--- src/rtl/r88_alu_seq_if.sv ---
// r88_alu_seq_if: decoder command handshake plus ALU control/observation bundle for r88_alu_seq.
// flagP is present only when R88_ALU_SEQ_PARITY_EN is defined.
interface r88_alu_seq_if;
  logic       start, ready;
  logic [2:0] cmdOp;
  logic       cmdImm, cmdUseCarry, cmdDec, cmdWide, cmdInv;
  logic [2:0] aluOp;
  logic       rightSel, carryIn, carryInEn, decMode, regLeft16, invOut;
  logic       loadResult, aluResult, immOe;
  logic       carryOut;
  logic [7:0] aluData, highOut;
  logic       resultWe, highWe, done;
  logic       flagC, flagZ, flagN;
`ifdef R88_ALU_SEQ_PARITY_EN
  logic       flagP;
`endif
  modport master (
    output start, cmdOp, cmdImm, cmdUseCarry, cmdDec, cmdWide, cmdInv,
    output carryOut, aluData, highOut,
    input  ready, aluOp, rightSel, carryIn, carryInEn, decMode, regLeft16, invOut,
    input  loadResult, aluResult, immOe, resultWe, highWe, done,
    input  flagC, flagZ, flagN
`ifdef R88_ALU_SEQ_PARITY_EN
    , input flagP
`endif
  );
  modport slave (
    input  start, cmdOp, cmdImm, cmdUseCarry, cmdDec, cmdWide, cmdInv,
    input  carryOut, aluData, highOut,
    output ready, aluOp, rightSel, carryIn, carryInEn, decMode, regLeft16, invOut,
    output loadResult, aluResult, immOe, resultWe, highWe, done,
    output flagC, flagZ, flagN
`ifdef R88_ALU_SEQ_PARITY_EN
    , output flagP
`endif
  );
endinterface

--- src/rtl/r88_alu_seq.sv ---
// r88_alu_seq: Rocket88 ALU command sequencer driving ALU strobes, flag capture and result writes.
// Optional R88_ALU_SEQ_PARITY_EN adds a parity flag register (flagP).
module r88_alu_seq (
  input logic          sysClock,
  input logic          sysResetN,
  r88_alu_seq_if.slave bus
);
  typedef enum logic [2:0] {IDLE, OPER, EXEC, LATCH, RESULT, HIGH} state_t;
  state_t     state, next;
  logic [2:0] op_q;
  logic       imm_q, cen_q, dec_q, wide_q, inv_q;
  logic       flag_c, flag_z, flag_n;
  logic       arith, carry_op, carry_cap, busy, accept;
  assign arith     = bus.cmdOp inside {3'd3, 3'd4};
  assign carry_op  = bus.cmdOp inside {[3'd1:3'd4]};
  assign carry_cap = op_q inside {[3'd1:3'd4]};
  assign accept    = state == IDLE && bus.start;
  always_ff @(posedge sysClock or negedge sysResetN)
    if (!sysResetN) state <= IDLE;
    else state <= next;
  always_comb
    case (state)
      IDLE:    next = bus.start ? (bus.cmdImm ? OPER : EXEC) : IDLE;
      OPER:    next = EXEC;
      EXEC:    next = LATCH;
      LATCH:   next = RESULT;
      RESULT:  next = wide_q ? HIGH : IDLE;
      default: next = IDLE;
    endcase
  // Command fields are sanitised once at capture so the ALU never sees illegal mode combinations.
  always_ff @(posedge sysClock or negedge sysResetN)
    if (!sysResetN) begin
      op_q   <= '0;
      imm_q  <= 1'b0;
      cen_q  <= 1'b0;
      dec_q  <= 1'b0;
      wide_q <= 1'b0;
      inv_q  <= 1'b0;
    end else if (accept) begin
      op_q   <= bus.cmdOp;
      imm_q  <= bus.cmdImm;
      cen_q  <= bus.cmdUseCarry & carry_op;
      dec_q  <= bus.cmdDec & arith;
      wide_q <= bus.cmdWide & arith;
      inv_q  <= bus.cmdInv;
    end
  always_ff @(posedge sysClock or negedge sysResetN)
    if (!sysResetN) begin
      flag_c <= 1'b0;
      flag_z <= 1'b0;
      flag_n <= 1'b0;
    end else if (state == RESULT) begin
      flag_n <= bus.aluData[7];
      flag_z <= bus.aluData == 8'h00;
      if (carry_cap) flag_c <= bus.carryOut;
    end else if (state == HIGH) begin
      flag_n <= bus.highOut[7];
      flag_z <= flag_z & (bus.highOut == 8'h00);
      flag_c <= bus.carryOut;
    end
`ifdef R88_ALU_SEQ_PARITY_EN
  logic flag_p;
  always_ff @(posedge sysClock or negedge sysResetN)
    if (!sysResetN) flag_p <= 1'b0;
    else if (state == RESULT) flag_p <= ~^bus.aluData;
    else if (state == HIGH) flag_p <= ~^bus.highOut;
  assign bus.flagP = flag_p;
`endif
  // immOe is confined to OPER/EXEC and aluResult to RESULT/HIGH, so intD never has two drivers.
  always_comb begin
    busy           = state != IDLE;
    bus.ready      = !busy;
    bus.aluOp      = busy ? op_q : 3'd0;
    bus.rightSel   = busy & imm_q;
    bus.carryInEn  = busy & cen_q;
    bus.decMode    = busy & dec_q;
    bus.regLeft16  = busy & wide_q;
    bus.invOut     = busy & inv_q;
    bus.carryIn    = flag_c;
    bus.immOe      = state == OPER || (state == EXEC && imm_q);
    bus.loadResult = state == LATCH;
    bus.aluResult  = state == RESULT || state == HIGH;
    bus.resultWe   = state == RESULT;
    bus.highWe     = state == HIGH;
    bus.done       = (state == RESULT && !wide_q) || state == HIGH;
    bus.flagC      = flag_c;
    bus.flagZ      = flag_z;
    bus.flagN      = flag_n;
  end
endmodule

--- src/flat_wrapper.sv ---
// flat-port wrapper written by rule: the top's interface ports become plain ports
module r88_alu_seq_flat 
  (sysClock, sysResetN, bus_start, bus_cmdOp, bus_cmdImm, bus_cmdUseCarry, bus_cmdDec, bus_cmdWide, bus_cmdInv, bus_carryOut, bus_aluData, bus_highOut, bus_ready, bus_aluOp, bus_rightSel, bus_carryIn, bus_carryInEn, bus_decMode, bus_regLeft16, bus_invOut, bus_loadResult, bus_aluResult, bus_immOe, bus_resultWe, bus_highWe, bus_done, bus_flagC, bus_flagZ, bus_flagN);
  r88_alu_seq_if bus_i ();
  input logic sysClock;
  input logic sysResetN;
  input wire logic [$bits(bus_i.start)-1:0] bus_start;
  input wire logic [$bits(bus_i.cmdOp)-1:0] bus_cmdOp;
  input wire logic [$bits(bus_i.cmdImm)-1:0] bus_cmdImm;
  input wire logic [$bits(bus_i.cmdUseCarry)-1:0] bus_cmdUseCarry;
  input wire logic [$bits(bus_i.cmdDec)-1:0] bus_cmdDec;
  input wire logic [$bits(bus_i.cmdWide)-1:0] bus_cmdWide;
  input wire logic [$bits(bus_i.cmdInv)-1:0] bus_cmdInv;
  input wire logic [$bits(bus_i.carryOut)-1:0] bus_carryOut;
  input wire logic [$bits(bus_i.aluData)-1:0] bus_aluData;
  input wire logic [$bits(bus_i.highOut)-1:0] bus_highOut;
  output wire logic [$bits(bus_i.ready)-1:0] bus_ready;
  output wire logic [$bits(bus_i.aluOp)-1:0] bus_aluOp;
  output wire logic [$bits(bus_i.rightSel)-1:0] bus_rightSel;
  output wire logic [$bits(bus_i.carryIn)-1:0] bus_carryIn;
  output wire logic [$bits(bus_i.carryInEn)-1:0] bus_carryInEn;
  output wire logic [$bits(bus_i.decMode)-1:0] bus_decMode;
  output wire logic [$bits(bus_i.regLeft16)-1:0] bus_regLeft16;
  output wire logic [$bits(bus_i.invOut)-1:0] bus_invOut;
  output wire logic [$bits(bus_i.loadResult)-1:0] bus_loadResult;
  output wire logic [$bits(bus_i.aluResult)-1:0] bus_aluResult;
  output wire logic [$bits(bus_i.immOe)-1:0] bus_immOe;
  output wire logic [$bits(bus_i.resultWe)-1:0] bus_resultWe;
  output wire logic [$bits(bus_i.highWe)-1:0] bus_highWe;
  output wire logic [$bits(bus_i.done)-1:0] bus_done;
  output wire logic [$bits(bus_i.flagC)-1:0] bus_flagC;
  output wire logic [$bits(bus_i.flagZ)-1:0] bus_flagZ;
  output wire logic [$bits(bus_i.flagN)-1:0] bus_flagN;
  assign bus_i.start = bus_start;
  assign bus_i.cmdOp = bus_cmdOp;
  assign bus_i.cmdImm = bus_cmdImm;
  assign bus_i.cmdUseCarry = bus_cmdUseCarry;
  assign bus_i.cmdDec = bus_cmdDec;
  assign bus_i.cmdWide = bus_cmdWide;
  assign bus_i.cmdInv = bus_cmdInv;
  assign bus_i.carryOut = bus_carryOut;
  assign bus_i.aluData = bus_aluData;
  assign bus_i.highOut = bus_highOut;
  assign bus_ready = bus_i.ready;
  assign bus_aluOp = bus_i.aluOp;
  assign bus_rightSel = bus_i.rightSel;
  assign bus_carryIn = bus_i.carryIn;
  assign bus_carryInEn = bus_i.carryInEn;
  assign bus_decMode = bus_i.decMode;
  assign bus_regLeft16 = bus_i.regLeft16;
  assign bus_invOut = bus_i.invOut;
  assign bus_loadResult = bus_i.loadResult;
  assign bus_aluResult = bus_i.aluResult;
  assign bus_immOe = bus_i.immOe;
  assign bus_resultWe = bus_i.resultWe;
  assign bus_highWe = bus_i.highWe;
  assign bus_done = bus_i.done;
  assign bus_flagC = bus_i.flagC;
  assign bus_flagZ = bus_i.flagZ;
  assign bus_flagN = bus_i.flagN;
  r88_alu_seq u_core (.sysClock(sysClock), .sysResetN(sysResetN), .bus(bus_i));
endmodule
--- config.mk ---
export PLATFORM = sky130hd
export DESIGN_NAME = r88_alu_seq_flat
export DESIGN_NICKNAME = d
export VERILOG_FILES = /design/src/rtl/r88_alu_seq_if.sv /design/src/rtl/r88_alu_seq.sv /design/src/flat_wrapper.sv
export SDC_FILE = /design/constraint.sdc
export NUM_CORES = 1
export LEC_CHECK = 0
export BUFFER_PORTS_ARGS = -buffer_cell sky130_fd_sc_hd__buf_2
export CAP_MARGIN = 25
export CORE_MARGIN = 2
export CORE_UTILIZATION = 38
export CTS_CLUSTER_SIZE = 8
export DETAILED_ROUTE_END_ITERATION = 6
export GPL_TIMING_DRIVEN = 1
export PLACE_DENSITY = 0.74
export SYNTH_ARGS = -nofsm -noshare
export SYNTH_HDL_FRONTEND = slang
export SYNTH_SLANG_ARGS = --single-unit
--- constraint.sdc ---
create_clock -name sysClock -period 1.86 [get_ports sysClock]
set_clock_uncertainty 0.2 [all_clocks]
set_input_delay 0 -clock sysClock [delete_from_list [all_inputs] [get_ports sysClock]]
set_output_delay 0 -clock sysClock [all_outputs]
set_load 0.1 [all_outputs]
* Word-level counts from Yosys, hierarchy flattened
Cells that the tools add are included.
Operators by class: order comparisons 4, eq/ne operators 8, muxes and demuxes 12, bitwise gates (word level) 9, reduce and logical (&&, ||, !) cells 17
Operators with widths (number):
- $logic_not 8->1 | 2
- $pmux 3 s5 | 1
- $and 1x1->1 | 9
- $eq 3x2->1 const B | 3
- $eq 3x3->1 const B | 3
- $mux 3 | 3
- $mux 1 | 7
- $ge 3x1->1 const B | 2
- $le 3x3->1 const B | 2
- $logic_and 1x1->1 | 5
- $reduce_bool 2->1 | 2
- $eq 3x1->1 const B | 1
- $logic_not 3->1 | 1
- $logic_or 1x1->1 | 3
- $reduce_bool 3->1 | 1
- $logic_not 1->1 | 2
- $mux 2 | 1
- $ne 2x1->1 const B | 1
- $reduce_and 2->1 | 1
Storage, ports and cells: register bits 14, bits of input ports 28, output and inout port bits 19, logic and storage cells 60

* Logic depth before layout (Yosys ltp)
depth after elaboration 4, depth in mapped cells 5, mapped depth without buffers 4

* Worst setup path after synthesis
Ideal clock, no wire load.
path kind reg2out, start register u_core.state[0], end output port bus_aluOp[0], data arrival time 4458 ps, required time 1660 ps, path slack -2798 ps, cell stages (with the launch flop) 4, path buffers 1, cells stage by stage dfrtp_1 > clkbuf_1 > nor3_1 > nor2b_1
Between the ends: word-level cells in the longest chain between the ends 2
RTL lines:
- start: declaration | line r88_alu_seq.sv:9 | state_t state, next;
- start signal: assignment | line r88_alu_seq.sv:20 | else state <= next;
- $reduce_bool 3->1 | line r88_alu_seq.sv:71 | busy = state != IDLE;
- $mux 3 | line r88_alu_seq.sv:73 | bus.aluOp = busy ? op_q : 3'd0;
- end: declaration | line flat_wrapper.sv:18 | output wire logic [$bits(bus_i.aluOp)-1:0] bus_aluOp;
Every way passes these cells.

* Worst setup path in the final report
start register u_core.state[1], end output port bus_done
Between the ends: word-level cells in the longest chain between the ends 3, elaborated cells on any way between the ends 4, those cells by class 2 x eq/ne; 2 x reduce/logical
RTL lines:
- $eq 3x3->1 | line r88_alu_seq.sv:85 | bus.done = (state == RESULT && !wide_q) || state == HIGH;
- $logic_and 1x1->1 | line r88_alu_seq.sv:85
- $logic_or 1x1->1 * | line r88_alu_seq.sv:85
- end: declaration | line flat_wrapper.sv:30 | output wire logic [$bits(bus_i.done)-1:0] bus_done;
Mark *: on every way between the ends. The rest lies on a longest branch, timed or not.

==> impl_metrics.toml <==
[global_routing]
antenna_found_initial = 0
use_met2 = 0.347
overflow = 0
grt_max_degree = 15
grt_use_total = 0.206
grt_pass1_vias = 879
top_usage_layer = "met2"
use_met3 = 0.0636
grt_pass1_wl_um = 3710
use_met1 = 0.228

[placement]
hpwlAfterDp_um = 1500
dp_cells = 149
routabilityCongestion = 0.764
port_buffers = 46

[drt]
detail-route-antenna-nets = 0
drtPass1Iterations = 4
routed-via-count = 874
vias_per_cell = 4.94
drc = 0
drt_wl_total_um = 2350
drt_iter0_markers = 8
post_drt_wl_per_cell_um = 13.3

[clock_network]
h-tree-depth = 1
clk_transition_reported_paths_ps = 90
numCtsBuffers = 3
post_cts_buffers = 0
cts_buffer_depth = 2
cts_sinks = 14
root_buffer = "clkbuf_4"
cts_tree = "yes"
clk-insertion-delay-late_ps = 290

[synthesis]
netlist_area_um2 = 786
syn_area_per_cell_um2 = 10.5
synth-seq-area-share = 0.446
syn_nets = 103
synth_cell_types = 31
ys_seq_elements = 14
syn_inst = 75
ys.warnings.count = 0

[min_path]
hold_class = "primary input to flip-flop"
hold_start = "bus_cmdWide"

[floorplan]
die_area_um2 = 2450
coreArea_um2 = 1960
die_h_um = 49.5
initial_utilization = 0.401
row_count = 16
num_io_pins = 47
die_w_um = 49.5

[sta]
min_period_ps = 1780
finalHoldViolCount = 0
tightest_slew_ps = 632
setup_violations = 0
drv_slew = 0
max-slew-margin-rel = 0.578
rsz0062_at_grt = "false"
fmax_ghz = 0.562
whs_ps = 258
fin_crit_sh = 0.957

[setup_path]
cp_max_fo = 9
cp_top_family = "buffers and inverters"
required_ps = 1660
worstPathCellList = "buf_4 -> nand2b_4 -> a21oi_2 -> buf_2"
critPathKind = "flip-flop to output pin"
cp-start-kind = "flip-flop"
crit_arrival_ps = 1580
max_stage_delay_ps = 430
startpoint = "u_core.state[1]"
rr_startpoint = "u_core.state[0]"
worst-path-buf-inv = 2
crit_slowest_cell = "buf_2"
end_kind = "output pin"

[cells_and_area]
nFillCells = 139
nNetsFinal = 179
multi_input_area_um2 = 465
n_antenna_cell = 0
seq_area_um2 = 353
drive_above_1_share = 0.553
post-route-util = 0.739
area_growth_pct = 84.6
finalNonFillerCells = 177

[flow_run]
drv_cap = 0

[outcome]
status = "complete, no violations"
routing by layer:
layer	routed length (um)	part of all wire	vias to the layer above
li1	-	-	423
met1	967	0.41	416
met2	1200	0.51	27
met3	101	0.043	8
met4	82	0.035	0
met5	0	0	-
through the flow:
step / setup WS, ps / setup TNS (ps) / area, um2
2_1_floorplan: -459 / -3740 / 872
5_1_grt: 7.18 / 0 / 1450
4_1_cts: 3.48 / 0 / 1420
6_report: 79.3 / 0 / 1450
3_5_place_dp: 168 / 0 / 1160
3_3_place_gp: 195 / 0 / 1160
synthesized netlist by cell type:
| master | n | area (um2) |
|---|---|---|
| inv_1 | 3 | 11.3 |
| or4b_4 | 1 | 13.8 |
| nor2_1 | 5 | 18.8 |
| clkbuf_1 | 1 | 3.75 |
| buf_4 | 1 | 7.51 |
| a32oi_1 | 1 | 8.76 |
| nand4b_1 | 1 | 8.76 |
| a2bb2oi_1 | 1 | 8.76 |
| o21bai_1 | 1 | 7.51 |
| a21oi_1 | 3 | 15.0 |
| nand2_1 | 5 | 18.8 |
| or4_1 | 1 | 7.51 |
| mux2_2 | 3 | 33.8 |
| a22o_1 | 3 | 26.3 |
| mux2i_1 | 1 | 10.0 |
| nor4b_1 | 1 | 8.76 |
| nor4_1 | 3 | 18.8 |
| o21ai_0 | 2 | 10.0 |
| a21oi_2 | 1 | 8.76 |
| nor2b_1 | 8 | 50.1 |
| nand2b_1 | 2 | 12.5 |
| or3b_2 | 1 | 8.76 |
| mux2_4 | 3 | 45.0 |
| dfrtp_1 | 14 | 350 |
| buf_6 | 2 | 22.5 |
| a21o_1 | 1 | 7.51 |
| nand3b_1 | 1 | 7.51 |
| a211oi_1 | 2 | 15.0 |
| o211ai_1 | 1 | 7.51 |
| nor3_1 | 1 | 5.00 |
| nor3b_1 | 1 | 7.51 |
registers in the layout, summed over array words and instances, names as in the netlist:
| signal | flops |
|---|---|
| u_core.bus.flagZ | 1 |
| u_core.imm_q | 1 |
| u_core.state | 3 |
| u_core.op_q | 3 |
| u_core.wide_q | 1 |
| u_core.inv_q | 1 |
| u_core.bus.carryIn | 1 |
| u_core.cen_q | 1 |
| u_core.dec_q | 1 |
| u_core.bus.flagN | 1 |
final cells by class:
type / instances / area share
clock buffers: 4 / 0.0181
inverters: 3 / 0.0104
multi-input cells: 54 / 0.321
flip-flops and latches: 14 / 0.243
well taps: 27 / 0.0233
repair buffers: 75 / 0.384
placed cells by master (no fill, tap or decap), types with 2 or more instances in the layout:
master,synthesis,layout
a211oi_1,2,2
a21oi_1,3,2
a21oi_2,1,2
a22o_1,3,3
buf_12,0,2
buf_2,0,37
buf_4,1,9
clkbuf_4,0,6
dfrtp_1,14,12
dfrtp_2,0,2
dlygate4sd3_1,0,23
mux2_2,3,2
mux2_4,3,4
nand2_1,5,5
nor2_1,5,2
nor2_2,0,2
nor2b_2,0,7
nor4_1,3,3
o21ai_0,2,2
logic make-up after synthesis:
group	synth area share
AND/OR/NAND/NOR	0.237
flip-flops	0.446
AO/OA/AOI/OAI	0.147
buffers and inverters	0.0573
multiplexers	0.113
worst paths after layout:
path,end,slack [ps],cells after the start
worst max-delay path,bus_done,80,4
worst min-delay path,u_core.wide_q,260,3
worst max register to register,u_core.bus.flagN,120,4
worst min register to register,u_core.bus.flagN,300,2
max in group asynchronous,u_core.state[2],440,3
min in group asynchronous,u_core.bus.carryIn,580,3
timing repair:
action | in CTS | in global routing
gates cloned | 0 | 1
setup endpoints to repair | 1 | 11
hold buffers | 23 | 0
endpoints found under the hold margin | 27 | 0
gates resized for setup | 1 | 16
worst register-to-register path, delay by kind of cell, from the launching register on:
family	cells	cell delay (ps)
buffers and inverters	2	720
DFF	1	410
muxes	1	210
AOI/OAI and AO/OA	1	80
Power is left out: the tool's default activity adds up to more than one toggle a clock period on the data nets, which glitch-free logic cannot reach.
